`src/rtl/picoblaze_io_pkg.sv`:
```
// Shared address map and register bit positions for the PicoBlaze I/O controller.
package picoblaze_io_pkg;

    localparam logic [7:0] ADDR_IN_BASE    = 8'h00;
    localparam logic [7:0] ADDR_OUT_BASE   = 8'h80;
    localparam logic [7:0] ADDR_CTRL       = 8'hF0;
    localparam logic [7:0] ADDR_STATUS     = 8'hF1;
    localparam logic [7:0] ADDR_TICK_COUNT = 8'hF2;

    localparam int unsigned CTRL_TIMER_EN = 0;
    localparam int unsigned CTRL_TICK_IE  = 1;
    localparam int unsigned CTRL_EXT_IE   = 2;

    localparam int unsigned STAT_TICK_PEND = 0;
    localparam int unsigned STAT_EXT_PEND  = 1;

endpackage

```
`src/rtl/pb_tick_timer.sv`:
```
// Free-running prescaler producing a one-cycle tick every TERM_COUNT+1 clocks
// while enabled, plus an 8-bit wrapping count of ticks.
module pb_tick_timer #(
    parameter int unsigned TERM_COUNT = 1
) (
    input  logic       clk,
    input  logic       reset_n,
    input  logic       en,
    output logic       tick,
    output logic [7:0] tick_count
);

    localparam int unsigned CntW = $clog2(TERM_COUNT + 1);

    logic [CntW-1:0] presc_q;
    logic            tick_q;
    logic [7:0]      count_q;

    always_ff @(posedge clk or negedge reset_n) begin
        if (!reset_n) begin
            presc_q <= '0;
            tick_q  <= 1'b0;
            count_q <= 8'h00;
        end else if (!en) begin
            // Count holds while disabled; only the prescaler is cleared.
            presc_q <= '0;
            tick_q  <= 1'b0;
        end else if (presc_q == CntW'(TERM_COUNT)) begin
            presc_q <= '0;
            tick_q  <= 1'b1;
            count_q <= count_q + 8'h01;
        end else begin
            presc_q <= presc_q + 1'b1;
            tick_q  <= 1'b0;
        end
    end

    assign tick       = tick_q;
    assign tick_count = count_q;

endmodule

```
`src/rtl/picoblaze_io_ctrl.sv`:
```
// PicoBlaze port-space I/O and interrupt controller: decoded in/out banks,
// tick timer, synchronised external event and interrupt request latch.
module picoblaze_io_ctrl
    import picoblaze_io_pkg::*;
#(
    parameter int unsigned CLK_FREQ_HZ = 25000000,
    parameter int unsigned TICK_HZ     = 1,
    parameter int unsigned NUM_IN      = 4,
    parameter int unsigned NUM_OUT     = 4
) (
    input  logic                 clk,
    input  logic                 reset_n,
    input  logic [7:0]           port_id,
    input  logic [7:0]           out_port,
    input  logic                 write_strobe,
    input  logic                 read_strobe,
    output logic [7:0]           in_port,
    output logic                 interrupt,
    input  logic                 interrupt_ack,
    input  logic [8*NUM_IN-1:0]  input_data,
    output logic [8*NUM_OUT-1:0] output_data,
    input  logic                 ext_event
);

    localparam int unsigned Div       = CLK_FREQ_HZ / TICK_HZ;
    localparam int unsigned TermCount = (Div > 1) ? Div - 1 : 1;

    logic [NUM_OUT-1:0][7:0] out_q;
    logic [2:0]              ctrl_q, ctrl_d;
    logic [1:0]              pend_q, pend_d, pend_prev_q;
    logic [2:0]              sync_q;
    logic                    irq_q, irq_d;
    logic [7:0]              in_port_q, rd_data;
    logic                    tick;
    logic [7:0]              tick_count;

    logic       ctrl_wr, stat_wr, ext_rise, irq_set;
    logic [1:0] set_evt, w1c, ie, ie_rise, pend_rise;

    // Reads have no side effects, so the strobe is not needed for decode.
    logic unused_read_strobe;
    assign unused_read_strobe = read_strobe;

    pb_tick_timer #(
        .TERM_COUNT(TermCount)
    ) u_timer (
        .clk       (clk),
        .reset_n   (reset_n),
        .en        (ctrl_q[CTRL_TIMER_EN]),
        .tick      (tick),
        .tick_count(tick_count)
    );

    always_comb begin
        ctrl_wr  = write_strobe && (port_id == ADDR_CTRL);
        stat_wr  = write_strobe && (port_id == ADDR_STATUS);
        ext_rise = sync_q[1] & ~sync_q[2];

        set_evt                 = 2'b00;
        set_evt[STAT_TICK_PEND] = tick;
        set_evt[STAT_EXT_PEND]  = ext_rise;
        w1c    = stat_wr ? out_port[1:0] : 2'b00;
        pend_d = (pend_q & ~w1c) | set_evt;
        ctrl_d = ctrl_wr ? out_port[2:0] : ctrl_q;

        ie                 = 2'b00;
        ie[STAT_TICK_PEND] = ctrl_q[CTRL_TICK_IE];
        ie[STAT_EXT_PEND]  = ctrl_q[CTRL_EXT_IE];
        ie_rise = 2'b00;
        if (ctrl_wr) begin
            ie_rise[STAT_TICK_PEND] = out_port[CTRL_TICK_IE] & ~ie[STAT_TICK_PEND];
            ie_rise[STAT_EXT_PEND]  = out_port[CTRL_EXT_IE] & ~ie[STAT_EXT_PEND];
        end
        pend_rise = pend_q & ~pend_prev_q;
        irq_set   = |((pend_rise & ie) | (ie_rise & pend_q));
        irq_d     = irq_set | (irq_q & ~interrupt_ack);
    end

    always_comb begin
        rd_data = 8'h00;
        for (int unsigned k = 0; k < NUM_IN; k++) begin
            if (port_id == ADDR_IN_BASE + 8'(k)) rd_data = input_data[8*k +: 8];
        end
        for (int unsigned k = 0; k < NUM_OUT; k++) begin
            if (port_id == ADDR_OUT_BASE + 8'(k)) rd_data = out_q[k];
        end
        if (port_id == ADDR_CTRL)       rd_data = {5'b0, ctrl_q};
        if (port_id == ADDR_STATUS)     rd_data = {6'b0, pend_q};
        if (port_id == ADDR_TICK_COUNT) rd_data = tick_count;
    end

    always_ff @(posedge clk or negedge reset_n) begin
        if (!reset_n) begin
            out_q       <= '0;
            ctrl_q      <= 3'b000;
            pend_q      <= 2'b00;
            pend_prev_q <= 2'b00;
            sync_q      <= 3'b000;
            irq_q       <= 1'b0;
            in_port_q   <= 8'h00;
        end else begin
            for (int unsigned k = 0; k < NUM_OUT; k++) begin
                if (write_strobe && (port_id == ADDR_OUT_BASE + 8'(k))) out_q[k] <= out_port;
            end
            ctrl_q      <= ctrl_d;
            pend_q      <= pend_d;
            pend_prev_q <= pend_q;
            sync_q      <= {sync_q[1:0], ext_event};
            irq_q       <= irq_d;
            in_port_q   <= rd_data;
        end
    end

    assign in_port     = in_port_q;
    assign interrupt   = irq_q;
    assign output_data = out_q;

endmodule
```
`config.mk`:
```
export PLATFORM = sky130hd
export DESIGN_NAME = picoblaze_io_ctrl
export DESIGN_NICKNAME = d
export VERILOG_FILES = /design/src/rtl/picoblaze_io_pkg.sv /design/src/rtl/pb_tick_timer.sv /design/src/rtl/picoblaze_io_ctrl.sv
export SDC_FILE = /design/constraint.sdc
export NUM_CORES = 1
export LEC_CHECK = 0
export BUFFER_PORTS_ARGS = -buffer_cell sky130_fd_sc_hd__buf_2
export CORE_UTILIZATION = 44
export CTS_CLUSTER_SIZE = 14
export DETAILED_ROUTE_END_ITERATION = 6
export PLACE_DENSITY = 0.66
export SETUP_SLACK_MARGIN = 0.5
export SLEW_MARGIN = 20
export SYNTH_ARGS = -nofsm -noshare
export SYNTH_HDL_FRONTEND = slang
export SYNTH_HIERARCHICAL = 1
export SYNTH_SLANG_ARGS = --single-unit
```
`constraint.sdc`:
```
create_clock -name clk -period 4.5 [get_ports clk]
set_input_delay 1.125 -clock clk [delete_from_list [all_inputs] [get_ports clk]]
set_output_delay 1.125 -clock clk [all_outputs]
set_load 0.02 [all_outputs]
```
==> results_dict.tcl <==
set metrics [dict create \
    tns_ns 0 \
    initial_core_util 0.4580 \
    path_depth 5 \
    drv_slew 0 \
    r2r_cells 5 \
    cts_resized 0 \
    setup_viol 0 \
    start_kind "input pin" \
    cp-end-kind "flip-flop" \
    hold_ws_ns 0.3539 \
    n_antenna_cell 0 \
    drc_errors 0 \
    cts_hold_buf 0 \
    p_leak_nw 2.423 \
    fmax_mhz 374.6 \
    drive_above_1_share 0.3288 \
    root_buffer "clkbuf_8" \
    clockPowerShare 0.385 \
    path_cells "buf_2 > or4_4 > o22ai_1 > a2111oi_1 > a221o_1" \
    rr_startpoint "u_timer/presc_q[0]" \
    cap_violations 0 \
    slew-limit-headroom 0.3512 \
    ir_drop_mv 0.1616 \
    post-route-min-period_ns 2.669 \
    grt_pass1_vias 3369 \
    antenna_found_initial 0 \
    wirelength_mm 10.82 \
    hold_viol 0 \
    worstPathArrival_ns 2.96 \
    synth_cell_types 63 \
    fin_crit_sh 0.5932 \
    synth_edf_count 0 \
    grt.total_usage 0.2107 \
    worstSetupPathType "input pin to flip-flop" \
    worstReg2RegEnd "u_timer/presc_q[6]" \
    die_h_um 103.3 \
    cts_tree "yes" \
    clock-sinks 85 \
    postCtsSetupBuffers 0 \
    dieWidth_um 103.3 \
    cp.buffers_inverters 1 \
    antenna_left 0 \
    core-area_sq_um 9864 \
    tightest_slew_ns 0.9730 \
    clk_latency_ns 0.35 \
    worst-path-max-fanout 42 \
    yosys_warnings 6 \
    grt_overflow 0 \
    synthTopCellsByCount "dfrtp_1, mux2_2, nor2_1, nand2_1, nand3_1" \
    design.die.area_sq_um 10680 \
    yosysMostFrequentCell "dfrtp_1" \
    synth-seq-area-share 0.4708 \
    critPathMaxStageDelay_ns 0.69 \
    switchingPower_mw 0.3861 \
    routabilityCongestion 0.7993 \
    portBuffers 93 \
    rsz0062_at_grt "false" \
    skew_ns 0.01535 \
    yosys-top-cells-area "dfrtp_1, mux2_2, nor2_1" \
    clk_pin_slew_worst_paths_ns 0.08 \
    async_flop_share 1.000 \
    cts_buffers 9 \
    dp.final_hpwl_mm 7.751 \
    clockBufferDepth 2 \
    yosys.area.top_type "dfrtp_1" \
    pwr-share-comb 0.098 \
    hold_end "sync_q[1]" \
    pin_count 95 \
    p_seq_frac 0.517 \
    fin_nets 565 \
    powerDensity_nw_per_um2 290.9 \
    dr_total_vias 3666 \
    crit_required_ns 4.79 \
    rows 36 \
    multi_input_area_sq_um 2251 \
    outcome "complete, no violations" \
    worstHoldPathType "flip-flop to flip-flop" \
    grt_pass1_wl_mm 17.01 \
    hp-start "sync_q[0]" \
    yosysTopAreaCellShare 0.4708 \
    syn-num-nets 478 \
    syn_avg_cell_area_sq_um 10.71 \
    synthCells 422 \
    firstDrtPassIters 5 \
    worstHoldPathCells 0 \
    r2r_slack_ns 2.15 \
    ff_latch_area_sq_um 2127 \
    synthFlopType "dfrtp_1" \
    nFillCells 871 \
    netlist_area_sq_um 4518 \
    switching_share 0.2508 \
    cp_top_family "compound AO/OA/AOI/OAI gates" \
    cp_slowest_cell "buf_2" \
    vias_per_cell 5.666 \
    wire_per_inst_um 16.73 \
    areaGrowthSynthToFinish_pct 17.14 \
    p_int_mw 1.154 \
    drt_iter0_drc 143 \
    grt_max_degree 86 \
    htree_num_levels 3 \
    ys_ff_latch 85 \
]
power groups by stage:
| stage | clock, mW | combinational [mW] | sequential (mW) |
|---|---|---|---|
| floorplan | 0 | 0.0611 | 0.826 |
| global placement | 0 | 0.150 | 0.809 |
| detailed placement | 0 | 0.151 | 0.811 |
| CTS | 0.608 | 0.152 | 0.795 |
| global route | 0.636 | 0.166 | 0.798 |
| finish | 0.593 | 0.151 | 0.796 |
metrics by stage:
stage          power (mW)    util  cell area, sq um  setup slack, ns  instances
2_1_floorplan      0.8874       -              4518            2.174        422
3_3_place_gp       0.9591  0.5142              5072            1.530        631
3_5_place_dp       0.9620  0.5142              5072            1.502        631
4_1_cts             1.556  0.5361              5289            1.878        647
5_1_grt             1.600  0.5365              5293            1.768        647
6_report            1.540  0.5365              5293            1.831        647
cell usage in the layout, fill, tap and decap left out, types with 7 or more instances in the layout:
cell      count
inv_1        14
xor2_1       10
xnor2_1      10
buf_2        92
nor4_1        9
mux2i_1      11
clkbuf_8      9
o22ai_1       8
dfrtp_1      85
o32ai_1       7
mux2_2       37
o21ai_0      10
a21oi_1      14
nand3_1      18
nor2_1       33
nand2_1      20
nand4_1      14
nor3_1       10
cells by family after synthesis:
group / share of synthesized area
fa+ha+maj: 0.005538
buf+inv: 0.03185
compound gates: 0.1158
mux: 0.1216
simple gates: 0.2157
flops: 0.4708
xor+xnor: 0.03877
area by class of cell:
type	instances	share of cell area
multi-input combinational	305	0.4253
sequential	85	0.4019
timing repair buffer	94	0.09054
tap	133	0.03144
clock buffer	11	0.02482
clock inverter	5	0.01608
inverter	14	0.009929
how the worst max path moves through the flow:
stage | slack, ns | endpoint | from
final | 1.83 | in_port[5] | port_id[0]
after global routing | 1.77 | in_port[0] | port_id[0]
after CTS | 1.88 | in_port[5] | port_id[0]
after detailed placement | 1.50 | in_port[5] | port_id[0]
after global placement | 1.53 | in_port[3] | port_id[0]
after floorplan | 2.17 | in_port[3] | port_id[1]
worst register-to-register path: cells and delay by family, from the launching register on:
kind | cells | cell delay, ns
simple gates | 3 | 0.66
fa+ha+maj | 1 | 0.26
flops | 1 | 0.42
compound gates | 1 | 0.86
layer usage:
| layer | vias up | GRT usage | routed length [um] |
|---|---|---|---|
| li1 | 1750 | - | - |
| met1 | 1786 | 0.2792 | 4827 |
| met2 | 125 | 0.3574 | 5279 |
| met3 | 5 | 0.03831 | 627 |
| met4 | 0 | 0.05525 | 90 |
| met5 | - | 0 | 0 |
registers in the layout, summed over array words and instances (netlist names):
name,flops
pend_q,2
u_timer/presc_q,25
output_data,32
u_timer/tick_count,8
interrupt,1
sync_q,3
pend_prev_q,2
ctrl_q,3
u_timer/tick,1
in_port,8
Power figures use the tool's default switching activity.
